<file path="src/rtl/riscv_ctrl_pkg.sv">
// Shared encodings for the RV32I multicycle controller: opcodes, FSM states,
// datapath select codes and the instruction-class decode.
package riscv_ctrl_pkg;

  localparam logic [6:0] OpR      = 7'b0110011;
  localparam logic [6:0] OpIAlu   = 7'b0010011;
  localparam logic [6:0] OpLoad   = 7'b0000011;
  localparam logic [6:0] OpStore  = 7'b0100011;
  localparam logic [6:0] OpBranch = 7'b1100011;
  localparam logic [6:0] OpJal    = 7'b1101111;
  localparam logic [6:0] OpJalr   = 7'b1100111;

  localparam logic [2:0] F3Beq = 3'b000;
  localparam logic [2:0] F3Bne = 3'b001;

  typedef enum logic [2:0] {
    StFetch  = 3'd0,
    StDecode = 3'd1,
    StExec   = 3'd2,
    StMem    = 3'd3,
    StWb     = 3'd4,
    StHalt   = 3'd7
  } state_e;

  localparam logic [1:0] PcSrcPlus4  = 2'd0;
  localparam logic [1:0] PcSrcTarget = 2'd1;
  localparam logic [1:0] PcSrcAlu    = 2'd2;

  localparam logic [1:0] WbSelAlu = 2'd0;
  localparam logic [1:0] WbSelMdr = 2'd1;
  localparam logic [1:0] WbSelPc4 = 2'd2;

  localparam logic [1:0] AluOpAdd   = 2'd0;
  localparam logic [1:0] AluOpSub   = 2'd1;
  localparam logic [1:0] AluOpFunct = 2'd2;

  typedef enum logic [2:0] {
    ClsR, ClsIAlu, ClsLoad, ClsStore, ClsBranch, ClsJal, ClsJalr, ClsBad
  } instr_cls_e;

  function automatic instr_cls_e decode_cls(logic [6:0] op, logic [2:0] f3);
    instr_cls_e cls;
    case (op)
      OpR:      cls = ClsR;
      OpIAlu:   cls = ClsIAlu;
      OpLoad:   cls = ClsLoad;
      OpStore:  cls = ClsStore;
      OpBranch: cls = (f3 == F3Beq || f3 == F3Bne) ? ClsBranch : ClsBad;
      OpJal:    cls = ClsJal;
      OpJalr:   cls = ClsJalr;
      default:  cls = ClsBad;
    endcase
    return cls;
  endfunction

endpackage

</file>
<file path="src/rtl/riscv_mem_wait_timer.sv">
// Counts cycles spent waiting on mem_ready and flags when the wait limit is reached.
module riscv_mem_wait_timer #(
  parameter int unsigned TIMEOUT_CYCLES = 255,
  parameter int unsigned CNT_W          = 8
) (
  input  logic clk,
  input  logic rst,
  input  logic clr,
  input  logic inc,
  output logic hit
);

  localparam logic [CNT_W-1:0] Limit = CNT_W'(TIMEOUT_CYCLES);

  logic [CNT_W-1:0] cnt_q, cnt_d;

  always_comb begin
    cnt_d = cnt_q;
    if (clr) begin
      cnt_d = '0;
    end else if (inc) begin
      cnt_d = cnt_q + CNT_W'(1);
    end
  end

  always_ff @(posedge clk) begin
    if (rst) begin
      cnt_q <= '0;
    end else begin
      cnt_q <= cnt_d;
    end
  end

  // A zero limit disables the timeout entirely.
  assign hit = (TIMEOUT_CYCLES != 0) && (cnt_q == Limit);

endmodule

</file>
<file path="src/rtl/riscv_multicycle_ctrl.sv">
// Multicycle control FSM for the RV32I datapath: sequences fetch/decode/exec/mem/wb
// over one shared memory port and halts on illegal opcodes or memory timeouts.
module riscv_multicycle_ctrl
  import riscv_ctrl_pkg::*;
#(
  parameter int unsigned TIMEOUT_CYCLES = 255,
  parameter int unsigned CNT_W          = 8
) (
  input  logic       clk,
  input  logic       rst,
  input  logic [6:0] opcode,
  input  logic [2:0] funct3,
  input  logic       funct7_5,
  input  logic       alu_zero,
  input  logic       mem_ready,
  output logic       mem_req,
  output logic       mem_we,
  output logic       mem_sel_data,
  output logic       ir_we,
  output logic       pc_we,
  output logic [1:0] pc_src,
  output logic       alu_src_b,
  output logic [1:0] alu_op,
  output logic       rf_we,
  output logic [1:0] wb_sel,
  output logic [2:0] state,
  output logic       illegal,
  output logic       timeout
);

  state_e     state_q, state_d;
  logic       illegal_q, illegal_d;
  logic       timeout_q, timeout_d;
  logic       wait_inc, wait_clr, wait_hit;
  instr_cls_e cls;
  logic       taken;

  // funct7_5 only matters to the ALU decoder in the datapath.
  logic unused_funct7_5;
  assign unused_funct7_5 = funct7_5;

  assign cls   = decode_cls(opcode, funct3);
  assign taken = (funct3 == F3Beq) ? alu_zero : !alu_zero;

  riscv_mem_wait_timer #(
    .TIMEOUT_CYCLES(TIMEOUT_CYCLES),
    .CNT_W         (CNT_W)
  ) u_wait_timer (
    .clk(clk),
    .rst(rst),
    .clr(wait_clr),
    .inc(wait_inc),
    .hit(wait_hit)
  );

  always_comb begin
    state_d      = state_q;
    illegal_d    = illegal_q;
    timeout_d    = timeout_q;
    wait_inc     = 1'b0;
    mem_req      = 1'b0;
    mem_we       = 1'b0;
    mem_sel_data = 1'b0;
    ir_we        = 1'b0;
    pc_we        = 1'b0;
    pc_src       = PcSrcPlus4;
    alu_src_b    = 1'b0;
    alu_op       = AluOpAdd;
    rf_we        = 1'b0;
    wb_sel       = WbSelAlu;

    case (state_q)
      StFetch: begin
        mem_req = 1'b1;
        if (mem_ready) begin
          ir_we   = 1'b1;
          state_d = StDecode;
        end else if (wait_hit) begin
          timeout_d = 1'b1;
          state_d   = StHalt;
        end else begin
          wait_inc = 1'b1;
        end
      end
      StDecode: begin
        if (cls == ClsBad) begin
          illegal_d = 1'b1;
          state_d   = StHalt;
        end else begin
          state_d = StExec;
        end
      end
      StExec: begin
        state_d = StWb;
        case (cls)
          ClsR:    alu_op = AluOpFunct;
          ClsIAlu: begin
            alu_op    = AluOpFunct;
            alu_src_b = 1'b1;
          end
          ClsLoad, ClsStore: begin
            alu_src_b = 1'b1;
            state_d   = StMem;
          end
          ClsJalr: alu_src_b = 1'b1;
          ClsJal:  ;
          ClsBranch: begin
            alu_op  = AluOpSub;
            pc_we   = 1'b1;
            pc_src  = taken ? PcSrcTarget : PcSrcPlus4;
            state_d = StFetch;
          end
          default: state_d = StHalt;
        endcase
      end
      StMem: begin
        mem_req      = 1'b1;
        mem_sel_data = 1'b1;
        mem_we       = (cls == ClsStore);
        if (mem_ready) begin
          if (cls == ClsStore) begin
            pc_we   = 1'b1;
            state_d = StFetch;
          end else begin
            state_d = StWb;
          end
        end else if (wait_hit) begin
          timeout_d = 1'b1;
          state_d   = StHalt;
        end else begin
          wait_inc = 1'b1;
        end
      end
      StWb: begin
        rf_we   = 1'b1;
        pc_we   = 1'b1;
        state_d = StFetch;
        case (cls)
          ClsLoad: wb_sel = WbSelMdr;
          ClsJal: begin
            wb_sel = WbSelPc4;
            pc_src = PcSrcTarget;
          end
          ClsJalr: begin
            wb_sel = WbSelPc4;
            pc_src = PcSrcAlu;
          end
          default: wb_sel = WbSelAlu;
        endcase
      end
      StHalt:  ;
      default: state_d = StHalt;
    endcase

    // Outputs are forced quiet for the whole reset window.
    if (rst) begin
      mem_req      = 1'b0;
      mem_we       = 1'b0;
      mem_sel_data = 1'b0;
      ir_we        = 1'b0;
      pc_we        = 1'b0;
      pc_src       = '0;
      alu_src_b    = 1'b0;
      alu_op       = '0;
      rf_we        = 1'b0;
      wb_sel       = '0;
    end
  end

  assign wait_clr = (state_d != state_q);

  always_ff @(posedge clk) begin
    if (rst) begin
      state_q   <= StFetch;
      illegal_q <= 1'b0;
      timeout_q <= 1'b0;
    end else begin
      state_q   <= state_d;
      illegal_q <= illegal_d;
      timeout_q <= timeout_d;
    end
  end

  assign state   = rst ? 3'd0 : state_q;
  assign illegal = illegal_q & ~rst;
  assign timeout = timeout_q & ~rst;

endmodule

</file>
<file path="config.mk">
export PLATFORM = sky130hd
export DESIGN_NAME = riscv_multicycle_ctrl
export DESIGN_NICKNAME = d
export VERILOG_FILES = /design/src/rtl/riscv_ctrl_pkg.sv /design/src/rtl/riscv_mem_wait_timer.sv /design/src/rtl/riscv_multicycle_ctrl.sv
export SDC_FILE = /design/constraint.sdc
export NUM_CORES = 1
export LEC_CHECK = 0
export BUFFER_PORTS_ARGS = -buffer_cell sky130_fd_sc_hd__buf_2
export CAP_MARGIN = 5
export CORE_UTILIZATION = 24
export DETAILED_ROUTE_END_ITERATION = 16
export GPL_TIMING_DRIVEN = 1
export SYNTH_ARGS = -nofsm -noshare
export SYNTH_HDL_FRONTEND = slang
export SYNTH_HIERARCHICAL = 1
export SYNTH_SLANG_ARGS = --single-unit
</file>
<file path="constraint.sdc">
create_clock -name clk -period 4.84 [get_ports clk]
set_clock_uncertainty 0.1 [all_clocks]
set_input_delay 0.484 -clock clk [delete_from_list [all_inputs] [get_ports clk]]
set_output_delay 0.484 -clock clk [all_outputs]
set_load 0.01 [all_outputs]
</file>
---- Yosys cells after proc, flatten, opt, wreduce, memory -nomap -nowiden ----
Cells that the tools add are included.
word-level totals
  bits in latches ......................... 0
  RAM bits ................................ 0
  output and inout bits ................... 18
  bits in registers ....................... 13
  bits of input ports ..................... 15
  memories kept ........................... 0
  logic and storage cells ................. 89
  memory bits (read-only) ................. 0
cells by class
  shift-type cells ........................ 0
  multipliers ............................. 0
  divide/modulo/power cells ............... 0
  add/subtract/negate cells ............... 1
  equality and inequality tests ........... 22
  muxes and demuxes ....................... 44
  magnitude comparators ................... 0
  reductions and logical operators ........ 14
  bitwise operators ....................... 4
operators by type and width
  cell                                           number
  two-way mux 1 bit                              24
  == test 7 bit, second input constant           3
  one-hot mux 3 bit (7 select lines)             1
  == test 3 bit, second input constant           6
  two-way mux 3 bit                              6
  one-hot mux 3 bit (6 select lines)             1
  one-hot mux 2 bit (2 select lines)             4
  == test 7 x 6 -> 1 bit, second input constant  2
  == test 3 x 2 -> 1 bit, second input constant  4
  two-way mux 2 bit                              6
  OR reduction 2 bit                             5
  == test 3 x 1 -> 1 bit, second input constant  3
  zero test 3 bit                                3
  one-hot mux 3 bit (3 select lines)             1
  adder 8 x 1 -> 8 bit, second input constant    1
  == test 8 bit, second input constant           1
  OR reduction 4 bit                             2
  == test 7 x 2 -> 1 bit, second input constant  1
  == test 7 x 5 -> 1 bit, second input constant  1
  != test 3 bit                                  1
  one-hot mux 1 bit (3 select lines)             1
  AND reduction 3 bit                            1
  AND 1 bit                                      2
  NOT 1 bit                                      2
  3 further kinds                                3

---- Depth between registers and ports, before layout ----
  depth after elaboration ................. 10
  gate-level depth with buffers ........... 11
  mapped depth without buffers ............ 10

---- By module ----
Netlist, hierarchy kept.
modules (own cells, without submodules)
  module                 cells each  area an instance (um^2)  instances
  riscv_multicycle_ctrl  100         755.7                    1
  riscv_mem_wait_timer   40          354.1                    1

---- Worst setup path before layout ----
OpenSTA, ideal clock, no wires.
  kind .................................... input port to flip-flop
  start point ............................. input opcode[2]
  end point ............................... register u_wait_timer.cnt_q[7]
  data arrival time ....................... 2.267 ns
  cell stages on the path ................. 10
  slack ................................... 2.403 ns
  setup time .............................. 0.070 ns
  path buffers ............................ 2
  required time ........................... 4.670 ns
  path through ............................ buf_6 -> nor4b_4 -> and3_1 -> o221ai_2 -> nor4_2 -> or2_1 -> buf_2 -> nand4_1 -> or3_1 -> a21oi_1
on the way
  word-level cells in the longest chain between the ends .. 8
  elaborated cells between the ends (all ways) .. 25
RTL lines
  item                                                                            RTL line                                                   RTL
  start: declaration                                                              riscv_multicycle_ctrl.sv:11                                input logic [6:0] opcode,
  == test 7 bit (tied with other cells)                                           riscv_ctrl_pkg.sv:43                                       case (op)
  one-hot mux 3 bit (7 select lines) (*)                                          riscv_ctrl_pkg.sv:43
  == test 3 bit (tied with other cells)                                           riscv_multicycle_ctrl.sv:95                                case (cls)
  OR reduction 4 bit (no line) (tied with other cells)                            n/a
  one-hot mux 3 bit (3 select lines) / two-way mux 3 bit (equally long branches)  riscv_multicycle_ctrl.sv:95, riscv_multicycle_ctrl.sv:120
  one-hot mux 3 bit (6 select lines) (*)                                          riscv_multicycle_ctrl.sv:72                                case (state_q)
  != test 3 bit (*)                                                               riscv_multicycle_ctrl.sv:170                               assign wait_clr = (state_d != state_q);
  OR reduction 2 bit (no line) (*)                                                n/a
  end signal: assignment                                                          riscv_mem_wait_timer.sv:30                                 cnt_q <= cnt_d;
  end: declaration                                                                riscv_mem_wait_timer.sv:15                                 logic [CNT_W-1:0] cnt_q, cnt_d;
Every way passes the cells marked *; elsewhere a longest branch is shown, timed or not.
A chain may end at the register's enable or synchronous reset.

---- Worst setup path in the final report ----
  start point ............................. input opcode[3]
  end point ............................... output wb_sel[0]
on the way
  word-level cells in the longest chain between the ends .. 7
  elaborated cells between the ends (all ways) .. 15
RTL lines
  item                                    RTL line                      RTL
  == test 7 bit (tied with other cells)   riscv_ctrl_pkg.sv:43
  one-hot mux 3 bit (7 select lines) (*)  riscv_ctrl_pkg.sv:43
  == test 3 bit                           riscv_multicycle_ctrl.sv:138  case (cls)
  OR reduction 2 bit (no line)            n/a
  one-hot mux 2 bit (2 select lines) (*)  riscv_multicycle_ctrl.sv:138
  two-way mux 2 bit (*)                   riscv_multicycle_ctrl.sv:72
  two-way mux 2 bit (*)                   riscv_multicycle_ctrl.sv:156  if (rst) begin
  end: declaration                        riscv_multicycle_ctrl.sv:25   output logic [1:0] wb_sel,
Marks and branches as above.

==> flow_summary.json <==
{
  "status": "finished, final reports clean",
  "grt_max_degree": 16,
  "grt_setup_unrepaired": "false",
  "highest_layer": "met4",
  "io_buffers": 31,
  "whs_ns": 0.372,
  "dp_hpwl_mm": 2.05,
  "holdCritPathClass": "reg -> reg",
  "nNetsFinal": 184,
  "final_cell_area_mm2": 0.00133,
  "grtUsageTotal_pct": 11.0,
  "yosys_register_bits": 13,
  "cts_tree": "done",
  "netlist_instances": 140,
  "die_w_um": 70,
  "root_buffer": "clkbuf_8",
  "nFillCells": 474,
  "drt-vias-per-instance": 5.17,
  "cts.clk_slew.worst_paths_ns": 0.06,
  "rrSetupSlack_ns": 2.44,
  "route.met3.wl_um": 80,
  "setup.worst_path.end_class": "primary output",
  "synth_warnings": 6,
  "syn2layout_area_growth_pct": 19.5,
  "worst-path-max-fanout": 6,
  "post-route-drc-count": 0,
  "cts_resized": 0,
  "die_height_um": 70,
  "async_flop_share_pct": 0,
  "ff_latch_area_um2": 260,
  "max_freq_mhz": 389,
  "diodes": 0,
  "min_period_ns": 2.57,
  "cts.sinks": 13,
  "row_count": 24,
  "m1WireLength_mm": 1.42,
  "setup_ws_ns": 2.27,
  "initial_core_util_pct": 25.1,
  "first_pass_iters": 6,
  "power_leakage_nw": 0.533,
  "cp.required_ns": 4.26,
  "drt-initial-drc-count": 33,
  "antenna_found_initial": 0,
  "synthDistinctLibCells": 52,
  "ctsHoldBuffers": 0,
  "drv_slew": 0,
  "synth_area_mm2": 0.00111,
  "clock_path_buffers": 2,
  "synth.avg_cell_area_um2": 7.93,
  "via_count": 1132,
  "synth_nets": 156,
  "grt_pass1_wl_mm": 4.42,
  "worstSetupPathType": "in -> out",
  "multi_input_area_um2": 793,
  "postCtsSetupRepairBufs": 0,
  "drive_gt1_share_pct": 29.3,
  "max-cap-violations": 0,
  "ant_nets": 0,
  "globalplace.congestion": 0.787,
  "grt.overflow.total": 0,
  "total_power_mw": 0.485,
  "power_density_mw_per_mm2": 366,
  "ios": 33,
  "cp-start-kind": "input pin",
  "totalWireLength_mm": 2.71,
  "hold_viol_final": 0,
  "post-route-period-util_pct": 53.1,
  "clk_latency_ns": 0.25,
  "worst_pin_slew_ns": 0.535,
  "fin_tns_setup_ns": 0,
  "core-area_mm2": 0.00441,
  "grt_pass1_vias": 952,
  "die_area_mm2": 0.00490,
  "htreeDepth": 1,
  "routedWlPerCell_um": 12.4,
  "synth-seq-area-share_pct": 23.4,
  "wl_met2_mm": 1.17,
  "arrival_ns": 1.99,
  "ys.flop_type": "dfxtp_1",
  "synth-edff-count": 0,
  "pre_cts_slack_ns": 2.12,
  "irDropWorstVdd_mv": 0.160,
  "placed_area_mm2": 0.00128,
  "cts_buffers": 3,
  "setup_viol_count_final": 0,
  "slew_headroom_pct": 64.3
}
-- area by class of cell --
type | count | share of cell area, %
Tap cell | 52 | 4.91
Inverter | 2 | 0.566
Multi-Input combinational cell | 117 | 59.8
Timing Repair Buffer | 31 | 11.7
Clock buffer | 4 | 3.40
Sequential cell | 13 | 19.6
-- cells in the final DEF (no fill, tap or decap), drive strengths merged, types with 3 or more instances in the layout --
cell type	instances
buf	31
nor2	17
dfxtp	13
nand2	8
nor2b	8
nand3	7
nor3	7
o21ai	7
or3	6
nor3b	5
nand2b	5
a21oi	4
clkbuf	4
nand4	4
a31oi	3
xor2	3
-- where the power goes --
group	internal (mW)	leakage (nW)	switching, mW
Clock	0.0584	0.0228	0.0427
Combinational	0.0940	0.405	0.121
Sequential	0.124	0.106	0.0450
Total	0.276	0.533	0.208
-- worst max-delay path, stage by stage --
cell and delay [ns]:
buf_2 0.11, nand3b_1 0.25, or3_1 0.41, nor3_2 0.23
nand2_2 0.11, nor4b_2 0.22, buf_2 0.17
-- sequential cells by signal (all words and copies together), names as in the netlist --
signal	count
illegal_q	1
state_q	3
timeout_q	1
u_wait_timer/cnt_q	8
-- kinds of logic after synthesis --
family                     Yosys count  share of synthesized area (%)
AOI/OAI and AO/OA                   31                           20.4
xor gates and xnor gates             5                           3.95
DFF                                 13                           23.4
adders and majority gates            1                           1.13
and+or+nand+nor                     78                           44.2
muxes                                2                           1.80
buffers and inverters               10                           5.07
-- metrics by stage --
stage | utilization (%) | cells
after floorplan | - | 140
after CTS | 30.0 | 219
after detailed placement | 29.0 | 215
after global routing | 30.0 | 219
after global placement | 29.0 | 215
final | 30.0 | 219
-- metal layers --
metal | vias up | GRT usage [%]
li1 | 579 | -
met1 | 526 | 15.7
met2 | 22 | 16.2
met3 | 5 | 1.88
met4 | 0 | 4.67
met5 | - | 0
-- cells in the mapped netlist, drive strengths merged, types with 3 or more instances --
master | count | area, µm²
nand4 | 4 | 31.3
nand2b | 5 | 31.3
or3 | 6 | 38.8
a21oi | 4 | 20.0
nand2 | 8 | 32.5
nor2 | 17 | 63.8
xor2 | 3 | 26.3
o21ai | 7 | 35.0
a31oi | 3 | 18.8
clkbuf | 3 | 11.3
nor3b | 5 | 37.5
nor3 | 7 | 40.0
dfxtp | 13 | 260
nor2b | 8 | 67.6
buf | 5 | 37.5
nand3 | 7 | 35.0
-- path summary, 6_finish.rpt --
| kind | start | cells past startpoint | to |
|---|---|---|---|
| setup reg to reg | u_wait_timer/cnt_q[0] | 10 | u_wait_timer/cnt_q[6] |
| hold / removal | illegal_q | 2 | illegal_q |
| setup / recovery | opcode[3] | 7 | wb_sel[0] |
| hold reg to reg | illegal_q | 2 | illegal_q |
(Power assumes the default switching activity.)
